## src/rtl/alu_result_tx.sv

```systemverilog
// Serial reporter: snapshots the ALU result and flags on a send request and
// shifts them out as two UART 8N1 bytes (result, then {00000, C, V, Z}).
module alu_result_tx #(
  parameter int N            = 8,
  parameter int CLKS_PER_BIT = 5208
) (
  input  logic         clk,
  input  logic         reset,
  input  logic         i_send,
  input  logic [N-1:0] i_result,
  input  logic         i_zero,
  input  logic         i_overflow,
  input  logic         i_carry,
  output logic         o_tx,
  output logic         o_busy,
  output logic         o_done
);

  localparam int CW = (CLKS_PER_BIT > 1) ? $clog2(CLKS_PER_BIT) : 1;
  localparam logic [CW-1:0] BAUD_LAST = CW'(CLKS_PER_BIT - 1);

  typedef enum logic [1:0] {
    S_IDLE  = 2'd0,
    S_START = 2'd1,
    S_DATA  = 2'd2,
    S_STOP  = 2'd3
  } state_e;

  state_e          state_q, state_d;
  logic [CW-1:0]   baud_q, baud_d;
  logic [2:0]      bit_q, bit_d;
  logic            byte_idx_q, byte_idx_d;
  logic [15:0]     shreg_q, shreg_d;
  logic            tx_q, tx_d;
  logic            busy_q, busy_d;
  logic            done_q, done_d;
  logic [7:0]      res_ext_s;
  logic            baud_end_s;

  // Zero-extend the ALU result to a full byte for any N in 1..8.
  always_comb begin
    res_ext_s         = 8'd0;
    res_ext_s[N-1:0]  = i_result;
  end

  assign baud_end_s = (baud_q == BAUD_LAST);

  // Next-state and registered-output logic for the frame sequencer.
  always_comb begin
    state_d    = state_q;
    baud_d     = baud_q + CW'(1);
    bit_d      = bit_q;
    byte_idx_d = byte_idx_q;
    shreg_d    = shreg_q;
    tx_d       = tx_q;
    busy_d     = busy_q;
    done_d     = 1'b0;
    case (state_q)
      S_IDLE: begin
        baud_d = '0;
        if (i_send) begin
          state_d    = S_START;
          byte_idx_d = 1'b0;
          bit_d      = 3'd0;
          shreg_d    = {5'b00000, i_carry, i_overflow, i_zero, res_ext_s};
          tx_d       = 1'b0;
          busy_d     = 1'b1;
        end else begin
          tx_d   = 1'b1;
          busy_d = 1'b0;
        end
      end
      S_START: begin
        if (baud_end_s) begin
          state_d = S_DATA;
          baud_d  = '0;
          bit_d   = 3'd0;
          tx_d    = shreg_q[0];
        end else begin
          state_d = S_START;
        end
      end
      S_DATA: begin
        if (baud_end_s) begin
          // A 16-bit right shift leaves byte 1 in the low byte after byte 0 is sent.
          baud_d  = '0;
          shreg_d = {1'b0, shreg_q[15:1]};
          if (bit_q == 3'd7) begin
            state_d = S_STOP;
            tx_d    = 1'b1;
          end else begin
            bit_d = bit_q + 3'd1;
            tx_d  = shreg_q[1];
          end
        end else begin
          state_d = S_DATA;
        end
      end
      S_STOP: begin
        if (baud_end_s) begin
          baud_d = '0;
          if (byte_idx_q == 1'b0) begin
            state_d    = S_START;
            byte_idx_d = 1'b1;
            bit_d      = 3'd0;
            tx_d       = 1'b0;
          end else begin
            state_d = S_IDLE;
            tx_d    = 1'b1;
            busy_d  = 1'b0;
            done_d  = 1'b1;
          end
        end else begin
          state_d = S_STOP;
        end
      end
      default: begin
        state_d = S_IDLE;
        baud_d  = '0;
        tx_d    = 1'b1;
        busy_d  = 1'b0;
      end
    endcase
  end

  // State and output registers with synchronous reset.
  always_ff @(posedge clk) begin
    if (reset) begin
      state_q    <= S_IDLE;
      baud_q     <= '0;
      bit_q      <= 3'd0;
      byte_idx_q <= 1'b0;
      shreg_q    <= 16'd0;
      tx_q       <= 1'b1;
      busy_q     <= 1'b0;
      done_q     <= 1'b0;
    end else begin
      state_q    <= state_d;
      baud_q     <= baud_d;
      bit_q      <= bit_d;
      byte_idx_q <= byte_idx_d;
      shreg_q    <= shreg_d;
      tx_q       <= tx_d;
      busy_q     <= busy_d;
      done_q     <= done_d;
    end
  end

  assign o_tx   = tx_q;
  assign o_busy = busy_q;
  assign o_done = done_q;

endmodule

```

## config.mk

```make
export PLATFORM = sky130hd
export DESIGN_NAME = alu_result_tx
export DESIGN_NICKNAME = d
export VERILOG_FILES = /design/src/rtl/alu_result_tx.sv
export SDC_FILE = /design/constraint.sdc
export NUM_CORES = 1
export LEC_CHECK = 0
export ABC_AREA = 0
export CORE_UTILIZATION = 44
export DETAILED_ROUTE_END_ITERATION = 10
export PLACE_DENSITY_LB_ADDON = 0.08
export SYNTH_ARGS = -nofsm -noshare
export SYNTH_HDL_FRONTEND = slang
export SYNTH_SLANG_ARGS = --single-unit
```

## constraint.sdc

```tcl
create_clock -name clk -period 4.3 [get_ports clk]
set_input_delay 0.645 -clock clk [delete_from_list [all_inputs] [get_ports clk]]
set_output_delay 0.645 -clock clk [all_outputs]
set_load 0.02 [all_outputs]
```

==> run summary, run 1 <==
status - completed
clk slew on worst S/H paths - 0.10 ns
IO Pins - 17
core area - 3390 sq um
drt first pass iters - 4
Crit. End Element - flip-flop
Clock Sink Count - 33
Initial Utilization - 0.463
Final Slew Violations - 0
Post-synth EDFFs - 0
synth unique cells - 42
H-Tree Depth - 2
Die Ht - 61.7 um
Leakage - 0.638 nW
critical path class - in2reg
Worst-Skew Late Latency - 0.34 ns
f_max - 506 MHz
syn_area_per_cell - 9.13 sq um
CP startpoint - i_send
final HPWL from detailed placement - 2.10 mm
min cycle time layout - 1.97 ns
port bufs - 16
RSZ-0062 raised after global routing - false
leading post-synthesis cells by cell area - dfxtp_1 42%, mux2i_1 7.6%, nor2_1 6.0%
CP cell instances - clkdlybuf4s50_1 -> nor3b_1 -> a41o_1 -> nor2_1 -> a211oi_1
worst r2r src - state_q[1]
Area Growth Syn to Fin - 17.8%
Final Cycle Share - 0.459
worst vdd ir - 209 uV
Hold Crit Start - baud_q[0]
Worst EP arrival - 2.22 ns
Routed WL - 2.97 mm
commonest non-fill, non-tap cell in the layout - dfxtp_1
Yosys top cell area share - 0.421
CTS tree - yes
die area - 3810 sq um
crit-path max FO - 20
clock buffer depth - 2
placed instance count - 225
Worst slew margin - 0.501
post-CTS sizing - 0
GPL Wtd Cong - 0.740
Syn Nets - 189
Seq cells post-synth - 33
DRT antenna net count - 0
final net count - 203
Tot GR Track Use - 0.179
number of vias per cell - 5.54
n_diodes - 0
DR vias - 1290
Post-Route Setup TNS - 0 ns
Initial DRC Count - 54
Gate Count Post-Synth - 172
power after layout - 0.664 mW
worst path required time - 4.55 ns
Final setup viols - 0
Worst Hold Class - reg2reg
skew final - 0.00618 ns
vias in the first global route - 1129
first-pass GRT wire length - 4.89 mm
share of flip-flops with an asynchronous set or reset - 0
crit-path max cell delay - 0.53 ns
most frequent cells in the layout - 33 x dfxtp_1, 25 x nor2_1, 16 x clkdlybuf4s50_1
Final Hold Viols - 0
power density cells - 359 nW/um^2
worst slew pin tran - 0.745 ns
Routed WL per cell - 12.7 um
initial antenna violation count - 0
cell taking the most area after synthesis - dfxtp_1
Max-Cap Viols - 0
CP max stage cell - clkdlybuf4s50_1
largest net degree at the start of global routing - 23
GR Overflow Total - 0
startpoint types - input pin
Seq/Total Area, Yosys - 0.421
DRC Markers - 0
CTS Hold Bufs - 0
CTS root buf - clkbuf_4
buffer count from post-CTS setup fixing - 0
post-synthesis cell area - 1570 sq um
total CTS buffers - 5
share of layout cells above drive strength 1 - 0.0802
Die X - 61.7 um
Non-Filler Instances - 233
FP Rows - 21
yosys warns - 0
Main synth FF type - dfxtp_1
[registers in the layout (all words and copies together) (netlist names)]
name	flops
o_done	1
o_busy	1
o_tx	1
state_q	2
shreg_q	11
bit_q	3
baud_q	13
byte_idx_q	1
[cell usage after synthesis (all sizes together) (2+ instances only)]
cell    number
dfxtp       33
nor2        25
mux2i       12
a211oi      11
nand3        9
nand4        8
xor2         7
a21oi        6
clkbuf       6
inv          6
nand2        5
and3         4
buf          4
and4bb       3
ha           3
o21ai        3
xnor2        3
nand2b       2
nor3         2
nor3b        2
or3          2
[final timing paths]
check	to	slack, ns	cells after the start
worst max register to register	shreg_q[1]	2.33	5
worst max-delay path	shreg_q[1]	2.33	5
worst min register to register	baud_q[0]	0.46	1
worst min-delay path	baud_q[0]	0.46	1
[kinds of logic after synthesis]
logic type | synth area share
multiplexers | 0.0765
AO/OA/AOI/OAI | 0.135
XOR/XNOR | 0.0558
AND/OR/NAND/NOR | 0.243
buffers and inverters | 0.0454
flip-flops | 0.421
adder cells (fa/ha/maj) | 0.0239
[power breakdown]
group,leakage [nW],internal [mW],switching (mW)
clock network,0.0552,0.180,0.108
registers,0.269,0.317,0.00836
logic,0.314,0.0272,0.0241
total,0.638,0.524,0.141
[metal layers]
layer  global-route usage  wire length, um  up-vias  part of all wire
met5                    0                0        -                 0
met2                0.281             1370       28              0.46
li1                     -                -      655                 -
met4               0.0952               70        0             0.024
met3               0.0497              114        8             0.038
met1                0.224             1420      599              0.48
[critical path, delay by kind of cell]
family / cells / cell delay, ns
AO/OA/AOI/OAI: 2 / 0.74
buffers and inverters: 1 / 0.53
AND/OR/NAND/NOR: 2 / 0.31
[per-stage QoR]
stage / hold slack [ns] / cell area (sq um) / setup slack [ns] / util
floorplan: 0.412 / 1570 / 2.71 / -
global placement: 0.426 / 1750 / 2.05 / 0.515
detailed placement: 0.446 / 1750 / 1.99 / 0.515
CTS: 0.463 / 1850 / 2.31 / 0.546
global route: 0.484 / 1850 / 2.13 / 0.546
finish: 0.458 / 1850 / 2.33 / 0.546
[cell type report]
cell class,instances,area (sq um)
Fill cell,319,1540
Multi-Input combinational cell,123,838
Sequential cell,33,661
Timing Repair Buffer,17,168
Clock inverter,3,65.1
Tap cell,46,57.6
Clock buffer,5,37.5
Inverter,6,22.5
Note: power is estimated with default switching activity, not from simulation.
==> run 2: changes to the inputs <==
==> constraint.sdc (replaced) <==
create_clock -name clk -period 1.8 [get_ports clk]
set_input_delay 0.27 -clock clk [delete_from_list [all_inputs] [get_ports clk]]
set_output_delay 0.27 -clock clk [all_outputs]
set_load 0.02 [all_outputs]
==> run summary, run 2 (synthesis gave the netlist of run 1 again) <==
worst hold slack - 0.458 ns (about the same)
Post-Place Cell Area - 1790 sq um (was 1750 sq um)
Initial Utilization - 0.463 (unchanged)
design area - 1850 sq um (about the same)
storage element area - 661 sq um (unchanged)
top routing layer in use - met4 (unchanged)
CTS root buf - clkbuf_4 (unchanged)
status - completed (unchanged)
number of vias per cell - 5.47 (was 5.54)
biggest regs - baud_q x13, shreg_q x11, bit_q x3 (unchanged)
RSZ-0062 raised after global routing - false (unchanged)
layout filler cell count - 332 (was 319)
f_max - 596 MHz
Clock Sink Count - 33 (unchanged)
IO Pins - 17 (unchanged)
most frequent cells in the layout - 33 x dfxtp_1, 25 x nor2_1, 16 x clkdlybuf4s50_1 (unchanged)
worst vdd ir - 513 uV (was 209 uV)
worst slew pin tran - 0.305 ns (was 0.745 ns)
r2r setup slk - 0.12 ns (was 2.33 ns)
Hold Crit Start - baud_q[0] (unchanged)
worst path required time - 2.07 ns (was 4.55 ns)
critical path class - reg2reg (was in2reg)
hold endpoint - baud_q[0] (unchanged)
FF-to-FF End - baud_q[11] (was shreg_q[1])
M1 WL - 1.43 mm (was 1.42 mm)
share of layout cells above drive strength 1 - 0.100 (was 0.0802)
Routed WL per cell - 12.7 um (about the same)
Worst Hold Class - reg2reg (unchanged)
CTS Hold Bufs - 0 (unchanged)
DR vias - 1291 (was 1290)
commonest non-fill, non-tap cell in the layout - dfxtp_1 (unchanged)
GR Overflow Total - 0 (unchanged)
Final Cycle Share - 0.932
vias in the first global route - 1129 (unchanged)
crit-path max FO - 13 (was 20)
met3 wire len - 102 um (was 114 um)
Tot GR Track Use - 0.188 (was 0.179)
Post-Route Setup TNS - 0 ns (unchanged)
max reg flops - 13 (unchanged)
WP buf/inv - 0 (was 1)
n_diodes - 0 (unchanged)
largest net degree at the start of global routing - 21 (was 23)
multi-input logic area - 846 sq um (was 838 sq um)
Hold Path Cell Cnt - 1 (unchanged)
port bufs - 16 (unchanged)
Final Slew Violations - 0 (unchanged)
Worst-Skew Late Latency - 0.33 ns (was 0.34 ns)
power density cells - 719 nW/um^2 (was 359 nW/um^2)
min cycle time layout - 1.68 ns
r2r worst-path depth - 5 (unchanged)
DRC Markers - 0 (unchanged)
Die X - 61.7 um (unchanged)
core area - 3390 sq um (unchanged)
startpoint types - flip-flop (was input pin)
DRT antenna net count - 0 (unchanged)
GPL Wtd Cong - 0.770 (was 0.740)
crit-path leading delay family - simple AND/OR/NAND/NOR gates (was compound AO/OA/AOI/OAI gates)
H-Tree Depth - 2 (unchanged)
critical path depth - 5 (unchanged)
Final Hold Viols - 0 (unchanged)
first-pass GRT wire length - 5.04 mm (was 4.89 mm)
clock buffer depth - 2 (unchanged)
CP max stage cell - or3_4 (was clkdlybuf4s50_1)
CP cell instances - ha_1 -> and4bb_4 -> and3_4 -> or3_4 -> a21oi_1 (was clkdlybuf4s50_1 -> nor3b_1 -> a41o_1 -> nor2_1 -> a211oi_1)
Die Ht - 61.7 um (unchanged)
met2 WL - 1.43 mm (was 1.37 mm)
Area Growth Syn to Fin - 17.9% (was 17.8%)
most flop-heavy register - baud_q (unchanged)
final net count - 207 (was 203)
CTS tree - yes (unchanged)
final HPWL from detailed placement - 2.19 mm (was 2.10 mm)
Worst slew margin - 0.796 (was 0.501)
worst r2r src - baud_q[0] (was state_q[1])
Crit. End Element - flip-flop (unchanged)
drt first pass iters - 4 (unchanged)
FP Rows - 21 (unchanged)
clk slew on worst S/H paths - 0.10 ns (about the same)
Worst EP arrival - 1.95 ns (was 2.22 ns)
total CTS buffers - 5 (unchanged)
die area - 3810 sq um (unchanged)
skew final - 0.00820 ns (was 0.00618 ns)
power after layout - 1.33 mW (was 0.664 mW)
Final setup viols - 0 (unchanged)
Leakage - 0.638 nW (about the same)
initial antenna violation count - 0 (unchanged)
final core occ - 0.546 (about the same)
Routed WL - 3.01 mm (was 2.97 mm)
Max-Cap Viols - 0 (unchanged)
Initial DRC Count - 53 (was 54)
crit-path max cell delay - 0.45 ns (was 0.53 ns)
-- run 2: cell types whose count changed in the layout (fill, tap and decap cells not counted) --
cell and change:
a22oi_1 -1, a22oi_2 +1, buf_12 +1, buf_4 +3
bufinv_16 -2, clkbuf_1 +1, clkbuf_8 +1, clkinv_2 -1
nor2b_1 -1, nor2b_2 +1
-- run 2: final cells by class --
class | instances | area share
flip-flops and latches | 33 | 0.357
multi-input cells | 123 | 0.457
well taps | 46 | 0.0311
inverters | 6 | 0.0122
repair buffers | 21 | 0.114
clock buffers | 7 | 0.0297
-- run 2: through the flow --
stage                     instances  setup slack, ns
after floorplan                 172            0.209
after global placement          229            0.171
after detailed placement        229            0.128
after CTS                       236            0.113
after global routing            236           0.0232
final                           236            0.123
-- run 2: worst max path at each step --
stage	slack, ns	startpoint	end
4_1_cts	0.11	baud_q[0]	baud_q[12]
6_report	0.12	baud_q[0]	baud_q[11]
2_1_floorplan	0.21	baud_q[0]	baud_q[10]
5_1_grt	0.02	baud_q[0]	shreg_q[2]
3_3_place_gp	0.17	baud_q[0]	baud_q[12]
3_5_place_dp	0.13	i_send	shreg_q[3]
-- run 2: worst reg2reg max path: cells and delay by family (launching register included) --
| family | cells | cell delay, ns |
|---|---|---|
| simple gates | 3 | 0.88 |
| fa+ha+maj | 1 | 0.25 |
| compound gates | 1 | 0.15 |
| flops | 1 | 0.34 |
-- run 2: power breakdown --
| group | switching, mW | internal [mW] | leakage (nW) |
|---|---|---|---|
| Clock | 0.235 | 0.184 | 0.0314 |
| Combinational | 0.0631 | 0.0758 | 0.337 |
| Sequential | 0.0165 | 0.756 | 0.269 |
-- run 2: timing repair --
item,in CTS,in global routing
gates resized for setup,0,2
buffers inserted,0,0
endpoints found under the setup margin,0,5
-- run 2: routing by layer --
layer	vias to the layer above	global-route usage
li1	657	-
met1	613	0.236
met2	15	0.295
met3	6	0.0745
met4	0	0.0667
met5	-	0
